<file path="config.mk">
export PLATFORM = sky130hd
export DESIGN_NAME = blockc_req_ack_responder
export DESIGN_NICKNAME = d
export VERILOG_FILES = /design/src/rtl/hierIncludeC_package.sv /design/src/rtl/blockc_regarray.sv /design/src/rtl/blockc_req_ack_responder.sv
export SDC_FILE = /design/constraint.sdc
export NUM_CORES = 1
export LEC_CHECK = 0
export ABC_CLOCK_PERIOD_IN_PS = 5530
export CAP_MARGIN = 25
export CORE_ASPECT_RATIO = 1.75
export CORE_UTILIZATION = 60
export DETAILED_ROUTE_END_ITERATION = 16
export GPL_ROUTABILITY_DRIVEN = 0
export PLACE_DENSITY = 0.8
export RECOVER_POWER = 25
export SLEW_MARGIN = 20
export SYNTH_ARGS = -nofsm -noshare
export SYNTH_HDL_FRONTEND = slang
export SYNTH_HIERARCHICAL = 1
export SYNTH_SLANG_ARGS = --single-unit
</file>
<file path="constraint.sdc">
create_clock -name clk -period 5.53 [get_ports clk]
set_input_delay 0.8295 -clock clk [delete_from_list [all_inputs] [get_ports clk]]
set_output_delay 0.8295 -clock clk [all_outputs]
set_load 0.02 [all_outputs]
</file>
<file path="src/rtl/hierIncludeC_package.sv">
// Shared types for the block C req/ack responder: payload layouts, op codes and FSM states.
package hierIncludeC_package;

  localparam int unsigned ADDR_W = 4;
  localparam int unsigned DATA_W = 32;
  localparam int unsigned CNT_W  = 4;
  localparam int unsigned REQ_W  = 1 + ADDR_W + DATA_W;
  localparam int unsigned ACK_W  = 1 + DATA_W;
  localparam int unsigned NTF_W  = ADDR_W + DATA_W;

  typedef enum logic {
    OP_RD = 1'b0,
    OP_WR = 1'b1
  } op_e;

  typedef struct packed {
    op_e               op;
    logic [ADDR_W-1:0] addr;
    logic [DATA_W-1:0] wdata;
  } req_t;

  typedef struct packed {
    logic              err;
    logic [DATA_W-1:0] rdata;
  } ack_t;

  typedef struct packed {
    logic [ADDR_W-1:0] addr;
    logic [DATA_W-1:0] wdata;
  } ntf_t;

  typedef enum logic [2:0] {
    ST_IDLE,
    ST_BUSY,
    ST_NOTIFY,
    ST_ACK,
    ST_WAIT_DROP
  } state_e;

endpackage

</file>
<file path="src/rtl/blockc_regarray.sv">
// Register file: one synchronous write port, one combinational read port, async clear.
module blockc_regarray
  import hierIncludeC_package::*;
#(
  parameter int unsigned NUM_REGS = 12
) (
  input  logic              clk,
  input  logic              rst_n,
  input  logic              we,
  input  logic [ADDR_W-1:0] wr_addr,
  input  logic [DATA_W-1:0] wr_data,
  input  logic [ADDR_W-1:0] rd_addr,
  output logic [DATA_W-1:0] rd_data
);

  logic [DATA_W-1:0] mem [NUM_REGS];

  always_ff @(posedge clk or negedge rst_n) begin
    if (!rst_n) begin
      for (int unsigned i = 0; i < NUM_REGS; i++) mem[i] <= '0;
    end else if (we && (32'(wr_addr) < NUM_REGS)) begin
      mem[wr_addr] <= wr_data;
    end
  end

  // Unimplemented addresses read as zero; the top flags them as errors anyway.
  assign rd_data = (32'(rd_addr) < NUM_REGS) ? mem[rd_addr] : '0;

endmodule

</file>
<file path="src/rtl/blockc_req_ack_responder.sv">
// Responder end of the b2C req/ack link: serves one request at a time against the
// register array and announces each committed write on a rdy/vld notification port.
module blockc_req_ack_responder
  import hierIncludeC_package::*;
#(
  parameter int unsigned NUM_REGS = 12,
  parameter int unsigned LATENCY  = 2
) (
  input  logic             clk,
  input  logic             rst_n,
  input  logic             req,
  input  logic [REQ_W-1:0] req_data,
  output logic             ack,
  output logic [ACK_W-1:0] ack_data,
  output logic             ntf_vld,
  input  logic             ntf_rdy,
  output logic [NTF_W-1:0] ntf_data
);

  localparam logic [CNT_W-1:0] CNT_LOAD = CNT_W'(LATENCY - 1);

  state_e            state;
  state_e            state_n;
  req_t              hold;
  logic [CNT_W-1:0]  cnt;
  logic              addr_ok;
  logic              is_wr;
  logic              wr_en;
  logic [DATA_W-1:0] rdata;

  logic              ack_n;
  ack_t              ack_data_n;
  logic              ntf_vld_n;
  ntf_t              ntf_data_n;

  assign addr_ok = 32'(hold.addr) < NUM_REGS;
  assign is_wr   = hold.op == OP_WR;
  assign wr_en   = (state == ST_NOTIFY) && ntf_rdy;

  blockc_regarray #(
    .NUM_REGS (NUM_REGS)
  ) u_regarray (
    .clk     (clk),
    .rst_n   (rst_n),
    .we      (wr_en),
    .wr_addr (hold.addr),
    .wr_data (hold.wdata),
    .rd_addr (hold.addr),
    .rd_data (rdata)
  );

  always_ff @(posedge clk or negedge rst_n) begin
    if (!rst_n) state <= ST_IDLE;
    else        state <= state_n;
  end

  // Request holding register and latency counter; counter only reloads on capture.
  always_ff @(posedge clk or negedge rst_n) begin
    if (!rst_n) begin
      hold <= '0;
      cnt  <= '0;
    end else if ((state == ST_IDLE) && req) begin
      hold <= req_t'(req_data);
      cnt  <= CNT_LOAD;
    end else if ((state == ST_BUSY) && (cnt != '0)) begin
      cnt <= cnt - CNT_W'(1);
    end
  end

  always_comb begin
    state_n = state;
    unique case (state)
      ST_IDLE:      if (req) state_n = ST_BUSY;
      ST_BUSY:      if (cnt == '0) state_n = (is_wr && addr_ok) ? ST_NOTIFY : ST_ACK;
      ST_NOTIFY:    if (ntf_rdy) state_n = ST_ACK;
      ST_ACK:       state_n = ST_WAIT_DROP;
      ST_WAIT_DROP: if (!req) state_n = ST_IDLE;
      default:      state_n = ST_IDLE;
    endcase
  end

  // Outputs are computed from the upcoming state so the registered copies line up with it.
  always_comb begin
    ack_n      = 1'b0;
    ack_data_n = '0;
    ntf_vld_n  = 1'b0;
    ntf_data_n = '0;
    if (state_n == ST_NOTIFY) begin
      ntf_vld_n        = 1'b1;
      ntf_data_n.addr  = hold.addr;
      ntf_data_n.wdata = hold.wdata;
    end
    if (state_n == ST_ACK) begin
      ack_n = 1'b1;
      if (!addr_ok) ack_data_n.err   = 1'b1;
      else          ack_data_n.rdata = is_wr ? hold.wdata : rdata;
    end
  end

  always_ff @(posedge clk or negedge rst_n) begin
    if (!rst_n) begin
      ack      <= 1'b0;
      ack_data <= '0;
      ntf_vld  <= 1'b0;
      ntf_data <= '0;
    end else begin
      ack      <= ack_n;
      ack_data <= ACK_W'(ack_data_n);
      ntf_vld  <= ntf_vld_n;
      ntf_data <= NTF_W'(ntf_data_n);
    end
  end

endmodule

</file>
==> impl_metrics.py <==
metrics = {
    "worst_setup_path": {
        "crit_family": "buffers and inverters",
        "r2r-start": "hold[32]$_DFFE_PN0P_",
        "timing.rr.end": "ack_data[31]$_DFF_PN0_",
        "critical_path_arrival_ns": 2.97,
        "cpPeakStageDelay_ns": 2.12,
        "rrSetupSlack_ns": 2.27,
        "path_max_fanout": 125,
        "path_cells": "clkbuf_2",
        "start_kind": "input port",
        "endpoint_kind": "asynchronous set/reset pin",
        "crit_buf_inv": 1,
        "required_ns": 5.00,
        "critical_path_class": "in -> async",
        "cp_slowest_cell": "clkbuf_2",
        "worstRegToRegCells": 8,
    },
    "clock_network": {
        "htreeDepth": 2,
        "cts_buffers": 44,
        "cts.sinks": 499,
        "cts_tree": "yes",
        "clock-root-buffer": "clkbuf_16",
        "cts_resized": 0,
        "cts_buffer_depth": 3,
        "path_clk_slew_ns": 0.07,
        "insertion_delay_ns": 0.56,
        "post_cts_buffers": 0,
        "holdBufCountCts": 0,
    },
    "floorplan": {
        "dieWidth_um": 145,
        "die_h_um": 253,
        "dieArea_sq_um": 36700,
        "rows": 91,
        "start_util_pct": 61.0,
        "core_area_sq_um": 35300,
        "pin_count": 112,
    },
    "status": {
        "run_status": "finished, violations left",
        "violations": "max-capacitance violations, max-slew violations",
    },
    "sta": {
        "setup_viol": 0,
        "max_freq_mhz": 286,
        "tightestPinTransition_ns": 3.29,
        "worst_clock_skew_ns": 0.0151,
        "min_period_ns": 3.50,
        "maxSlewViolCount": 164,
        "rsz0062_at_grt": "no",
        "period_share_pct": 63.2,
        "setup_tns_ns": 0,
        "hold_viol": 0,
        "max_slew_margin_pct": -119,
    },
    "global_route": {
        "antenna_found_initial": 0,
        "grt_use_total_pct": 28.6,
        "grt_overflow": 0,
        "grt_pass1_vias": 14000,
        "grt_pass1_wl_mm": 80.1,
        "grt_max_degree": 136,
    },
    "synth": {
        "synth_top_area_cell": "dfrtp_1",
        "ys.warnings.count": 6,
        "synth_top_area_share_pct": 58.0,
        "syn_nets": 1523,
        "netlist-cell-type-count": 44,
        "syn_area_sq_um": 21500,
        "synthCells": 1481,
        "synth_seq_cells": 499,
        "synth.area.top_cells": "dfrtp_1, mux2_2, mux4_2",
        "syn_avg_cell_area_sq_um": 14.5,
        "seq_area_frac_synth_pct": 58.0,
    },
    "worst_hold_path": {
        "min_to": "u_regarray/mem[298]$_DFFE_PN0P_",
        "holdPathStages": 1,
        "hold_class": "reg -> reg",
        "hold_start": "u_regarray/mem[298]$_DFFE_PN0P_",
    },
    "final_layout": {
        "n_antenna_cell": 0,
        "syn2layout_area_growth_pct": 14.2,
        "layout_commonest_cell": "dfrtp_1",
        "nNetsFinal": 1583,
        "regArea_sq_um": 12500,
        "n_fill_cell": 2363,
        "multi_input_area_sq_um": 8410,
        "drive_gt1_share_pct": 38.0,
        "final_cell_mix": "dfrtp_1, mux2_2, nand2_1",
    },
    "detailed_routing": {
        "wl_per_cell_um": 24.8,
        "dr.first_iter.drc_count": 804,
        "drc": 0,
        "vias_per_cell": 6.27,
        "first_pass_iters": 5,
        "drt.antenna.violating_nets": 0,
        "vias": 12800,
        "wl_mm": 50.6,
    },
    "place": {
        "post-dp-hpwl_mm": 30.3,
        "port_buffers": 111,
    },
    "power_and_ir_drop": {
        "power.total_mw": 12.2,
        "ir_drop_mv": 0.361,
        "p_leak_nw": 11.7,
        "powerDensity_nw_per_um2": 496,
    },
    "run": {
        "drv_cap": 2,
    },
}
-- registers in the layout (all words and copies together) (netlist names) --
register        flops
ack_data           33
cnt                 4
ntf_data           36
state               3
ntf_vld             1
is_wr               1
u_regarray/mem    384
hold               36
ack                 1
-- per-layer routing --
metal  GRT usage, %  up-vias  routed length, um
met4           11.7        0               1880
met3           3.25      117               1920
met2           52.1      369              27500
met5              0        -                  0
li1               -     5446                  -
met1           34.7     6856              19300
-- worst max path at each step --
stage                       start                              end  slack (ns)  cells past startpoint
after global placement    ntf_rdy  u_regarray/mem[324]$_DFFE_PN0P_        1.70                      7
final                       rst_n             hold[33]$_DFFE_PN0P_        2.03                      1
after CTS                 ntf_rdy  u_regarray/mem[225]$_DFFE_PN0P_        2.24                      7
after detailed placement  ntf_rdy  u_regarray/mem[225]$_DFFE_PN0P_        1.68                      7
after floorplan           ntf_rdy  u_regarray/mem[326]$_DFFE_PN0P_        2.95                      8
after global routing        rst_n             hold[33]$_DFFE_PN0P_        1.34                      1
-- synthesized netlist by cell type, drive strengths merged --
| cell type | number |
|---|---|
| inv | 36 |
| a22oi | 32 |
| nor2b | 1 |
| dfrtp | 499 |
| or3b | 2 |
| o31ai | 1 |
| nor3b | 3 |
| o21ai | 35 |
| and3b | 2 |
| nand2b | 4 |
| nor3 | 2 |
| nand2 | 118 |
| or2 | 1 |
| nand4b | 1 |
| nor4 | 1 |
| nor2 | 42 |
| nand3b | 5 |
| clkbuf | 64 |
| o2bb2ai | 1 |
| o2111ai | 1 |
| or3 | 3 |
| and2 | 1 |
| and3 | 34 |
| a32oi | 31 |
| or4b | 1 |
| nor4b | 1 |
| ha | 1 |
| mux2i | 1 |
| a21boi | 1 |
| mux4 | 96 |
| clkinv | 1 |
| nand3 | 2 |
| mux2 | 385 |
| buf | 66 |
| a21oi | 5 |
| o211ai | 1 |
-- cell type report --
class | instances | share of cell area, %
inverter | 37 | 0.565
sequential | 499 | 50.8
tap | 465 | 2.37
multi-input combinational | 815 | 34.2
clock inverter | 21 | 1.26
clock buffer | 59 | 5.04
timing repair buffer | 144 | 5.77
-- logic make-up after synthesis --
group / synth area share [%]
flip-flops: 58.0
multiplexers: 30.2
AND/OR/NAND/NOR: 4.78
buffers and inverters: 3.34
AO/OA/AOI/OAI: 3.61
adder cells (fa/ha/maj): 0.0581
-- power by group --
group	switching, mW	total, mW	internal [mW]
clock	1.35	3.27	1.92
sequential	1.09	5.70	4.62
combinational	1.61	3.23	1.61
total	4.06	12.2	8.14
-- metrics by stage --
stage	hold WS [ns]	setup WS, ns	instances	area (sq um)	utilization [%]
floorplan	0.459	2.95	1481	21500	-
global placement	0.469	1.70	1957	23000	65.2
detailed placement	0.482	1.68	1959	23000	65.3
CTS	0.382	2.24	2039	24600	69.7
global route	0.513	1.34	2040	24600	69.7
finish	0.494	2.03	2040	24600	69.7
Note: power is estimated with default switching activity, not from simulation.
